$ cat config.mk
export PLATFORM = sky130hd
export DESIGN_NAME = md_issue_ctrl
export DESIGN_NICKNAME = d
export VERILOG_FILES = /design/src/rtl/md_issue_ctrl.sv
export SDC_FILE = /design/constraint.sdc
export NUM_CORES = 1
export LEC_CHECK = 0
export BUFFER_PORTS_ARGS = -buffer_cell sky130_fd_sc_hd__buf_2
export CAP_MARGIN = 10
export CORE_ASPECT_RATIO = 1.1
export CORE_UTILIZATION = 40
export DETAILED_ROUTE_END_ITERATION = 12
export GPL_TIMING_DRIVEN = 1
export HOLD_SLACK_MARGIN = 0.06
export PLACE_DENSITY = 0.82
export SLEW_MARGIN = 20
export SYNTH_ARGS = -nofsm -noshare
export SYNTH_HDL_FRONTEND = slang
export SYNTH_SLANG_ARGS = --single-unit
$ cat constraint.sdc
create_clock -name clk -period 1.9 [get_ports clk]
set_input_delay 0.19 -clock clk [delete_from_list [all_inputs] [get_ports clk]]
set_output_delay 0.19 -clock clk [all_outputs]
set_load 0.01 [all_outputs]
$ cat src/rtl/md_issue_ctrl.sv
// md_issue_ctrl: issue gate and D-stage stall generator in front of MUL_DIV.
// Tracks unit occupancy from the issue cycle (ARM, before busy rises) through
// BUSY. It also provides a busy watchdog, sticky protocol/timeout flags and a
// counter of issued start ops.
//
// Handshake: an op is presented to MUL_DIV on md_op for exactly the cycle it is
// accepted. There is no ready. MUL_DIV must raise md_busy in the next cycle for
// start ops and hold it until done. Move ops never raise md_busy.
module md_issue_ctrl #(
  parameter int unsigned MAX_BUSY = 16
) (
  input  logic        clk,
  input  logic        rst_n,
  input  logic [3:0]  d_md_op,
  input  logic        d_md_read,
  input  logic [3:0]  e_md_op,
  input  logic [31:0] e_rs_val,
  input  logic [31:0] e_rt_val,
  input  logic        flush,
  input  logic        md_busy,
  output logic [3:0]  md_op,
  output logic [31:0] md_d1,
  output logic [31:0] md_d2,
  output logic        stall_md,
  output logic        err_proto,
  output logic        err_timeout,
  output logic [15:0] issue_cnt,
  output logic [1:0]  state_o
);

  typedef enum logic [1:0] {
    S_IDLE = 2'd0,
    S_ARM  = 2'd1,
    S_BUSY = 2'd2
  } state_t;

  localparam logic [7:0] MAX_BUSY_C = 8'(MAX_BUSY);

  state_t      state_q, state_d;
  logic [7:0]  wdog_q, wdog_d;
  logic [7:0]  wdog_inc;
  logic [15:0] cnt_q, cnt_d;
  logic        err_proto_q, err_proto_d;
  logic        err_timeout_q, err_timeout_d;

  logic [3:0]  e_op_eff;
  logic [3:0]  d_op_eff;
  logic        idle;
  logic        e_is_start;
  logic        e_start;
  logic        d_md;

  // Encodings 7..15 behave as "no op" everywhere.
  assign e_op_eff   = (e_md_op <= 4'd6) ? e_md_op : 4'd0;
  assign d_op_eff   = (d_md_op <= 4'd6) ? d_md_op : 4'd0;
  assign idle       = (state_q == S_IDLE);
  assign e_is_start = (e_op_eff != 4'd0) && (e_op_eff <= 4'd4);
  // rst_n gates issue so nothing reaches MUL_DIV while reset is held.
  assign e_start    = rst_n && idle && e_is_start && !flush;
  assign d_md       = (d_op_eff != 4'd0) || d_md_read;
  assign wdog_inc   = (wdog_q == 8'hFF) ? wdog_q : wdog_q + 8'd1;

  // Issue path depends only on state, flush and the E op, never on md_busy.
  assign md_op    = (rst_n && idle && !flush) ? e_op_eff : 4'd0;
  assign md_d1    = e_rs_val;
  assign md_d2    = e_rt_val;
  assign stall_md = d_md && (!idle || e_start || md_busy);

  assign err_proto   = err_proto_q;
  assign err_timeout = err_timeout_q;
  assign issue_cnt   = cnt_q;
  assign state_o     = state_q;

  // Next-state, watchdog, counter and sticky flag logic.
  always_comb begin
    state_d       = state_q;
    wdog_d        = wdog_q;
    cnt_d         = cnt_q;
    err_proto_d   = err_proto_q;
    err_timeout_d = err_timeout_q;
    case (state_q)
      S_IDLE: begin
        if (e_start) begin
          state_d = S_ARM;
          cnt_d   = cnt_q + 16'd1;
        end
      end
      S_ARM: begin
        if (md_busy) begin
          state_d = S_BUSY;
          wdog_d  = 8'd0;
        end else begin
          state_d     = S_IDLE;
          err_proto_d = 1'b1;
        end
      end
      S_BUSY: begin
        if (!md_busy) begin
          state_d = S_IDLE;
        end else begin
          wdog_d = wdog_inc;
          if (wdog_inc >= MAX_BUSY_C) begin
            err_timeout_d = 1'b1;
          end
        end
      end
      default: state_d = S_IDLE;
    endcase
    // Another md op arriving while the unit is occupied is a decode/hazard bug;
    // a flushed one is harmless because it never would have executed.
    if (!idle && (e_op_eff != 4'd0) && !flush) begin
      err_proto_d = 1'b1;
    end
  end

  // State register with asynchronous active-low reset.
  always_ff @(posedge clk or negedge rst_n) begin
    if (!rst_n) begin
      state_q       <= S_IDLE;
      wdog_q        <= 8'd0;
      cnt_q         <= 16'd0;
      err_proto_q   <= 1'b0;
      err_timeout_q <= 1'b0;
    end else begin
      state_q       <= state_d;
      wdog_q        <= wdog_d;
      cnt_q         <= cnt_d;
      err_proto_q   <= err_proto_d;
      err_timeout_q <= err_timeout_d;
    end
  end

endmodule

==> results, run 1 <==
- The placed wire-length estimate after detailed placement is 2880 um.
- The worst setup path is captured at an output pin.
- The region available for standard cell placement spans 4780 um^2.
- In this run the clock root is driven by a sky130_fd_sc_hd__clkbuf_8.
- The final worst-path cycle share is 94.9%.
- The synthesized netlist devotes 6.83% of its cell area to XOR and XNOR gates.
- The fill cell total of the finished layout is 490.
- The first detailed-routing pass took 4 iterations.
- The number of nets in the synthesized netlist is 309.
- The startpoint-to-endpoint class of the critical path is reg2out.
- The die is 77.1 um tall.
- The run finished with clean final reports.
- The number of buffers inserted by port buffering is 36.
- Summing every instance area after synthesis gives 2050 um^2.
- The number of synthesized register bits is 28.
- The number of max-cap violations is 0.
- Sequential cells were found to cover 34.1% of the synthesized design area.
- The later-pin clock latency in the skew report is 0.28 ns.
- In the synthesized netlist the async set-or-reset flop fraction comes to 100%.
- The worst voltage drop across the vdd grid is 0.483 mV.
- The busiest metal layer after global routing is met2.
- The initialized floorplan defines 26 standard-cell rows.
- The initial antenna violation count is 0.
- By area the synthesized netlist is led by sky130_fd_sc_hd__dfrtp_1 (34%), sky130_fd_sc_hd__buf_4 (24%), sky130_fd_sc_hd__nand2_1 (4.0%).
- The power density over the cells is 772 nW/um^2.
- The number of distinct library cells after synthesis is 40.
- Sorting the synthesized cells by how often they occur yields sky130_fd_sc_hd__buf_4 (65), sky130_fd_sc_hd__dfrtp_1 (28), sky130_fd_sc_hd__nand2_1 (22).
- The post-detailed-routing wire length is 3860 um.
- The post-layout instance count excluding filler cells is 262.
- The starting density of the core is 42.9%.
- Timing analysis after detailed placement gives a worst setup slack of 0.253 ns.
- The tightest hold path in the finished design has a slack of 0.172 ns.
- Setup total negative slack on the finished layout was measured at 0 ns.
- Entering global routing, the biggest net connects 25 pins.
- The data required time at the worst endpoint is 1.71 ns.
- Clock tree synthesis inserted a total of 3 buffers.
- TritonCTS built the clock tree.
- For met2 alone, demand over resource in global routing was 23.7%.
- The number of sinks handled by clock tree synthesis is 28.
- The die is 70.3 um wide.
- The first global-routing pass estimated 6270 um of wire.
- The worst min-delay path class is in2reg.
- The adder-cell share of the synthesized area is 1.22%.
- For this run, the number of Yosys warnings is 0.
- Setup violations remaining at the end of the flow were counted as 0.
- The sum of internal, switching and leakage power is 1.47 mW.
- The number of primary I/O pins is 166.
- The worst setup path is launched from a flip-flop.
- The static leakage power is 0.982 nW.
- Once detail routing completed, the nets flagged for antenna violations numbered 0.
- The largest family of logic cells by synthesized area is buffers and inverters.
- The library cell with the largest summed area after synthesis is sky130_fd_sc_hd__dfrtp_1.
- The average instance in the mapped netlist occupies 8.93 um^2.
- The via count is 1437.
- Once the clock tree was built, the resizer swapped 0 gates to a different size.
- The detailed router finished its first iteration with 150 violations.
- Cells with a size suffix above 1 make up 24.8% of the layout.
- The share of the synthesized area in compound gates (AO/OA/AOI/OAI) is 9.69%.
- 0 antenna diodes ended up in the layout.
- The number of flops mapped to enable cells by yosys is 0.
- Global routing consumed, on the met1 layer, 17.4% of the routing resources.
- The worst register-to-register path has a depth of 6.
- The largest clock skew in the final design is 0.00426 ns.
- The final number of hold-violating endpoints was 0.
- The number of global-route vias before repair is 1365.
- The deepest clock path buffer count is 2.
- The fraction of synthesized area in multiplexers is 0%.
- The count of mapped cells out of synthesis is 230.
- The number of slew-limit violations in the final report came to 0.
- Of the total synthesized cell area, the portion taken by AND, OR, NAND and NOR gates is 21.8%.
- Counting I/O delays and the setup requirement, the final critical path takes 1.80 ns.
- The detailed-route wire length per cell is 14.7 um.
- The final net count is 286.
- Clock-pin slew was measured on the worst setup and hold paths at 0.10 ns.
- The slack of the critical path is 0.0964 ns.
- The most frequent cell after synthesis is sky130_fd_sc_hd__buf_4.
- CTS built an H-tree with a depth of 1.
- The count of unresolved DRC violations after routing is 0.
- Global routing consumed, over all layers together, 14.0% of the routing resources.
- The vias per cell is 5.48.
- The area added between synthesis and finish is -7.07%.
- The most frequently used flop master after synthesis is sky130_fd_sc_hd__dfrtp_1.
- The die covers 5420 um^2.
- Summed over all layers, the global routing overflow is 0.
- The fraction of post-synthesis cell area in the top cell type by area is 34.1%.
- The placed cell count is 256.
- The timing-limited maximum frequency is 554 MHz.
- The met3 track utilization from global routing is 3.02%.
- The highest net fanout along the worst path is 4.
- Routability-driven placement finished with a final weighted congestion of 0.852.
- The signal arrival time at the worst endpoint is 1.61 ns.
- The worst hold path was traced through 2 stages.
-- power breakdown --
group          internal [mW]  switching (mW)  leakage, nW  total (mW)
Combinational          0.121           0.143        0.575       0.264
Clock                  0.282           0.187       0.0357       0.469
Sequential             0.656          0.0843        0.372       0.741
-- path summary, 6_finish.rpt --
path / slack (ns) / to / start
hold reg to reg: 0.47 / issue_cnt[15] / issue_cnt[15]
setup / recovery: 0.1 / stall_md / state_o[0]
min in group asynchronous: 0.27 / state_o[0] / rst_n
max in group asynchronous: 1.08 / issue_cnt[5] / rst_n
setup reg to reg: 0.1 / issue_cnt[11] / state_o[0]
hold / removal: 0.17 / wdog_q[3] / md_busy
-- area by class of cell --
type                            instances  area (um^2)  area share [%]
Sequential cell                        28          701            36.7
Clock inverter                          1         30.0            1.57
Multi-Input combinational cell        127          816            42.8
Tap cell                               56         70.1            3.67
Clock buffer                            3         41.3            2.16
Timing Repair Buffer                   43          235            12.3
Inverter                                4         15.0           0.787
-- through the flow --
stage / utilization, % / instance area, um^2
4_1_cts: 39.7 / 1900
3_5_place_dp: 38.0 / 1820
2_1_floorplan: - / 2050
5_1_grt: 39.9 / 1910
3_3_place_gp: 38.0 / 1820
6_report: 39.9 / 1910
-- cells in the final DEF, fill, tap and decap left out, types with 7 or more instances in the layout --
cell type	Yosys	routed
sky130_fd_sc_hd__nand3_1	10	10
sky130_fd_sc_hd__and3_1	9	9
sky130_fd_sc_hd__nand2_1	22	22
sky130_fd_sc_hd__a21oi_1	8	8
sky130_fd_sc_hd__xnor2_1	7	7
sky130_fd_sc_hd__o21ai_0	9	9
sky130_fd_sc_hd__nor3_1	7	7
sky130_fd_sc_hd__dfrtp_1	28	28
sky130_fd_sc_hd__buf_2	3	36
sky130_fd_sc_hd__xor2_1	9	9
-- state kept, by name, indices dropped and copies added, names as in the netlist --
signal,flops
err_proto,1
err_timeout,1
issue_cnt,16
state_o,2
wdog_q,8
-- kinds of logic (layout without fill, tap and decap cells) --
family          count (synthesis)  after routing
fa+ha+maj                       2              2
flops                          28             28
buf+inv                        75             51
xor+xnor                       16             16
other cells                     1              1
simple gates                   77             77
compound gates                 31             31
-- metal layers --
layer | vias up | routed length [um]
met1 | 689 | 1590
met5 | - | 0
met4 | 0 | 59
li1 | 673 | -
met2 | 62 | 1960
met3 | 13 | 249
-- timing repair --
item                       4_1_cts  5_1_grt
setup endpoints to repair        0        1
hold buffers                     1        0
hold endpoints to repair        28        0
buffers inserted                 0        1
-- worst max-delay path: stages (launching register included) --
cell and delay [ns]:
sky130_fd_sc_hd__dfrtp_1 0.42, sky130_fd_sc_hd__nor4_4 0.32, sky130_fd_sc_hd__nand4_1 0.16, sky130_fd_sc_hd__buf_4 0.19, sky130_fd_sc_hd__a21oi_1 0.11, sky130_fd_sc_hd__buf_2 0.14
Note: power is estimated with default switching activity, not from simulation.
==> inputs of run 2 (changes only) <==
--- a/config.mk
+++ b/config.mk
@@ -12,7 +12,7 @@
 export DETAILED_ROUTE_END_ITERATION = 12
 export GPL_TIMING_DRIVEN = 1
 export HOLD_SLACK_MARGIN = 0.06
-export PLACE_DENSITY = 0.82
+export PLACE_DENSITY = 0.85
 export SLEW_MARGIN = 20
 export SYNTH_ARGS = -nofsm -noshare
 export SYNTH_HDL_FRONTEND = slang
==> run 2 against run 1 <==
Against the previous run:
- sequential share of layout area grew 0.17 points
- count of clock-buffer cells in the layout is the same
- global-route usage grew 0.42 points
- critical path type unchanged
- critical endpoint is now md_op[2]
- largest cell class unchanged
==> results, run 2 (synthesized netlist as in run 1, its figures left out) <==
- The worst voltage drop across the vdd grid is 0.627 mV.
- The flow ran to the end, and the final reports show no timing, DRC or antenna violations.
- The area growth from synthesis to layout is -7.50%.
- In the layout the commonest cells are sky130_fd_sc_hd__buf_2 (36), sky130_fd_sc_hd__dfrtp_1 (28), sky130_fd_sc_hd__nand2_1 (22).
- The final number of hold-violating endpoints came to 0.
- The number of slew-limit violations in the final report came to 0.
- The vertical die dimension is 77.1 um.
- The global-route usage over all layers is 14.5%.
- In the final routed layout, each cell accounts on average for 14.6 um.
- Traced cell by cell, the critical path runs through nor4_4 -> and2_1 -> and3_1 -> buf_2.
- The number of global-route vias before repair is 1370.
- For this design the ratio of total power to cell area is 775 nW/um^2.
- The final net count is 284.
- The post-detailed-routing wire length is 3810 um.
- The clock root buffer is sky130_fd_sc_hd__clkbuf_8.
- The first global-routing pass estimated 6440 um of wire.
- The number of max-cap violations is 0.
- The number of antenna cells inserted is 0.
- The startpoint class of the critical path is a flip-flop.
- The start point of the critical path is state_o[0].
- TritonCTS built the clock tree.
- STA classifies the critical path endpoint as an output pin.
- In this run the worst path has a maximum fanout of 3.
- The register-to-register setup slack is 0.14 ns.
- The combined area of the multi-input logic cells is 822 um^2.
- After the first detailed-routing iteration, the DRC count stood at 155.
- The library cell used most frequently in the layout, excluding fill and tap cells, is sky130_fd_sc_hd__buf_2.
- In this run the static leakage power is 0.974 nW.
- The number of rows in the core area is 26.
- Setup repair after global routing left no endpoint under its margin.
- The placed wire-length estimate after detailed placement is 2820 um.
- CTS saw 28 sinks.
- The clock passes through at most 2 buffers.
- The number of primary I/O pins is 166.
- In this run the number of cells on the critical path is 4.
- The floorplan step defined a die boundary enclosing 5420 um^2.
- The peak per-stage delay on the critical path is 0.41 ns.
- Dividing the detail-routed via count by the number of cells gives 5.37.
- Input and output buffers added on the ports amount to 36.
- The sequential cells in the finished layout cover a total of 701 um^2.
- Before antenna repair, the detailed router went through 4 iterations.
- CTS built an H-tree with a depth of 1.
- The total negative slack for setup checks is 0 ns.
- The startpoint identified for the worst register-to-register timing path is state_o[0].
- The post-route standard cell area excluding fillers is 1900 um^2.
- The cell family contributing the most delay on the critical path is simple AND/OR/NAND/NOR gates.
- The capture instance of the worst register-to-register path is issue_cnt[11].
- After global routing the overflow that remains totals 0.
- The initial antenna violation count came to 0.
- The fill cell total of the finished layout is 490.
- Entering global routing, the biggest net connects 26 pins.
- In this run the horizontal extent of the chip is 70.3 um.
- Clock skew on the completed layout was measured at 0.00255 ns.
- STA puts the critical path data arrival time at 1.57 ns.
- For this run, design rule violations remaining after detail routing come to 0.
- The highest-delay cell along the critical path is sky130_fd_sc_hd__dfrtp_1.
- The congestion estimate from routability-driven global placement came to 0.830.
- The total clock buffers created by CTS is 3.
- For this configuration, the core starts out at a cell density of 42.9%.
- The startpoint-to-endpoint class of the critical path is reg2out.
- In this run the post-CTS setup repair buffer count came out at 0.
- The final count of negative-setup-slack endpoints is 0.
- After detailed placement, the total cell area comes to 1810 um^2.
- Counting I/O delays and the setup requirement, the final critical path takes 1.76 ns.
- The number of antenna-violating nets in the routed design is 0.
- The most critical setup path has its endpoint at md_op[2].
- The data required time at the worst endpoint is 1.71 ns.
- The core region is 4780 um^2.
- Timing would allow up to 567 MHz.
- Cells with a size suffix above 1 make up 24.5% of the layout.
- The path depth of the worst reg2reg path is 5.
- The routed layout has 1396 vias.
- The worst min-delay path class is in2reg.
- The register with the most flip-flops in the layout has 16 of them.
- Together, buffers and inverters on the worst path number 1.
- The final critical path takes up 92.8% of the cycle.
- The clock transition at the register clock pins on the worst setup and hold paths after CTS is 0.09 ns.
- The later-pin clock latency in the skew report is 0.27 ns.
-- run 2: changes by cell type in the layout (fill, tap and decap cells not counted) --
cell | before | now
sky130_fd_sc_hd__buf_4 | 6 | 4
sky130_fd_sc_hd__nor4_1 | 1 | 0
sky130_fd_sc_hd__nor4_2 | 0 | 1
-- run 2: timing repair --
| action | 4_1_cts | 5_1_grt |
|---|---|---|
| hold buffers | 1 | 0 |
| hold endpoints to repair | 28 | 0 |
| setup endpoints to repair | 0 | 1 |
| gates resized for setup | 0 | 1 |
-- run 2: worst min path at each step --
stage,from,end,slack (ns),depth (start not counted)
global route,md_busy,wdog_q[3],0.19,2
floorplan,rst_n,err_proto,-0.11,0
global placement,rst_n,state_o[1],0.02,1
finish,md_busy,wdog_q[2],0.18,2
detailed placement,rst_n,state_o[1],0.03,1
CTS,md_busy,wdog_q[2],0.17,2
-- run 2: metrics by stage --
| step | total power [mW] | utilization (%) | instances | hold WS (ns) | setup WS [ns] |
|---|---|---|---|---|---|
| 5_1_grt | 1.57 | 39.7 | 260 | 0.190 | 0.0146 |
| 4_1_cts | 1.49 | 39.6 | 260 | 0.168 | 0.113 |
| 6_report | 1.47 | 39.7 | 260 | 0.178 | 0.137 |
| 3_5_place_dp | 1.01 | 37.9 | 255 | 0.0256 | 0.157 |
| 3_3_place_gp | 1.00 | 37.9 | 255 | 0.0240 | 0.270 |
| 2_1_floorplan | 1.03 | - | 230 | -0.106 | 0.352 |
-- run 2: per-layer routing --
metal	vias to the layer above	share of wire, %	GRT usage (%)
li1	669	-	-
met1	668	43	18.1
met2	43	49	23.9
met3	16	5.9	2.89
met4	0	1.8	6.20
met5	-	0	0
-- run 2: final cells by class --
cell class                      instances  area share, %
Tap cell                               56           3.69
Clock inverter                          1           1.58
Sequential cell                        28           36.9
Timing Repair Buffer                   41           11.6
Multi-Input combinational cell        127           43.3
Inverter                                4          0.791
Clock buffer                            3           2.17
-- run 2: worst reg2reg max path: stages, from the launching register on --
cell	delay, ns
sky130_fd_sc_hd__dfrtp_1	0.41
sky130_fd_sc_hd__nor4_4	0.34
sky130_fd_sc_hd__nand4_1	0.18
sky130_fd_sc_hd__buf_4	0.23
sky130_fd_sc_hd__nor4_2	0.33
sky130_fd_sc_hd__xor2_1	0.20
-- run 2: power breakdown --
group | total (mW) | switching [mW] | leakage (nW) | internal (mW)
logic | 0.266 | 0.147 | 0.566 | 0.120
clock network | 0.470 | 0.187 | 0.0357 | 0.282
registers | 0.737 | 0.0806 | 0.372 | 0.656
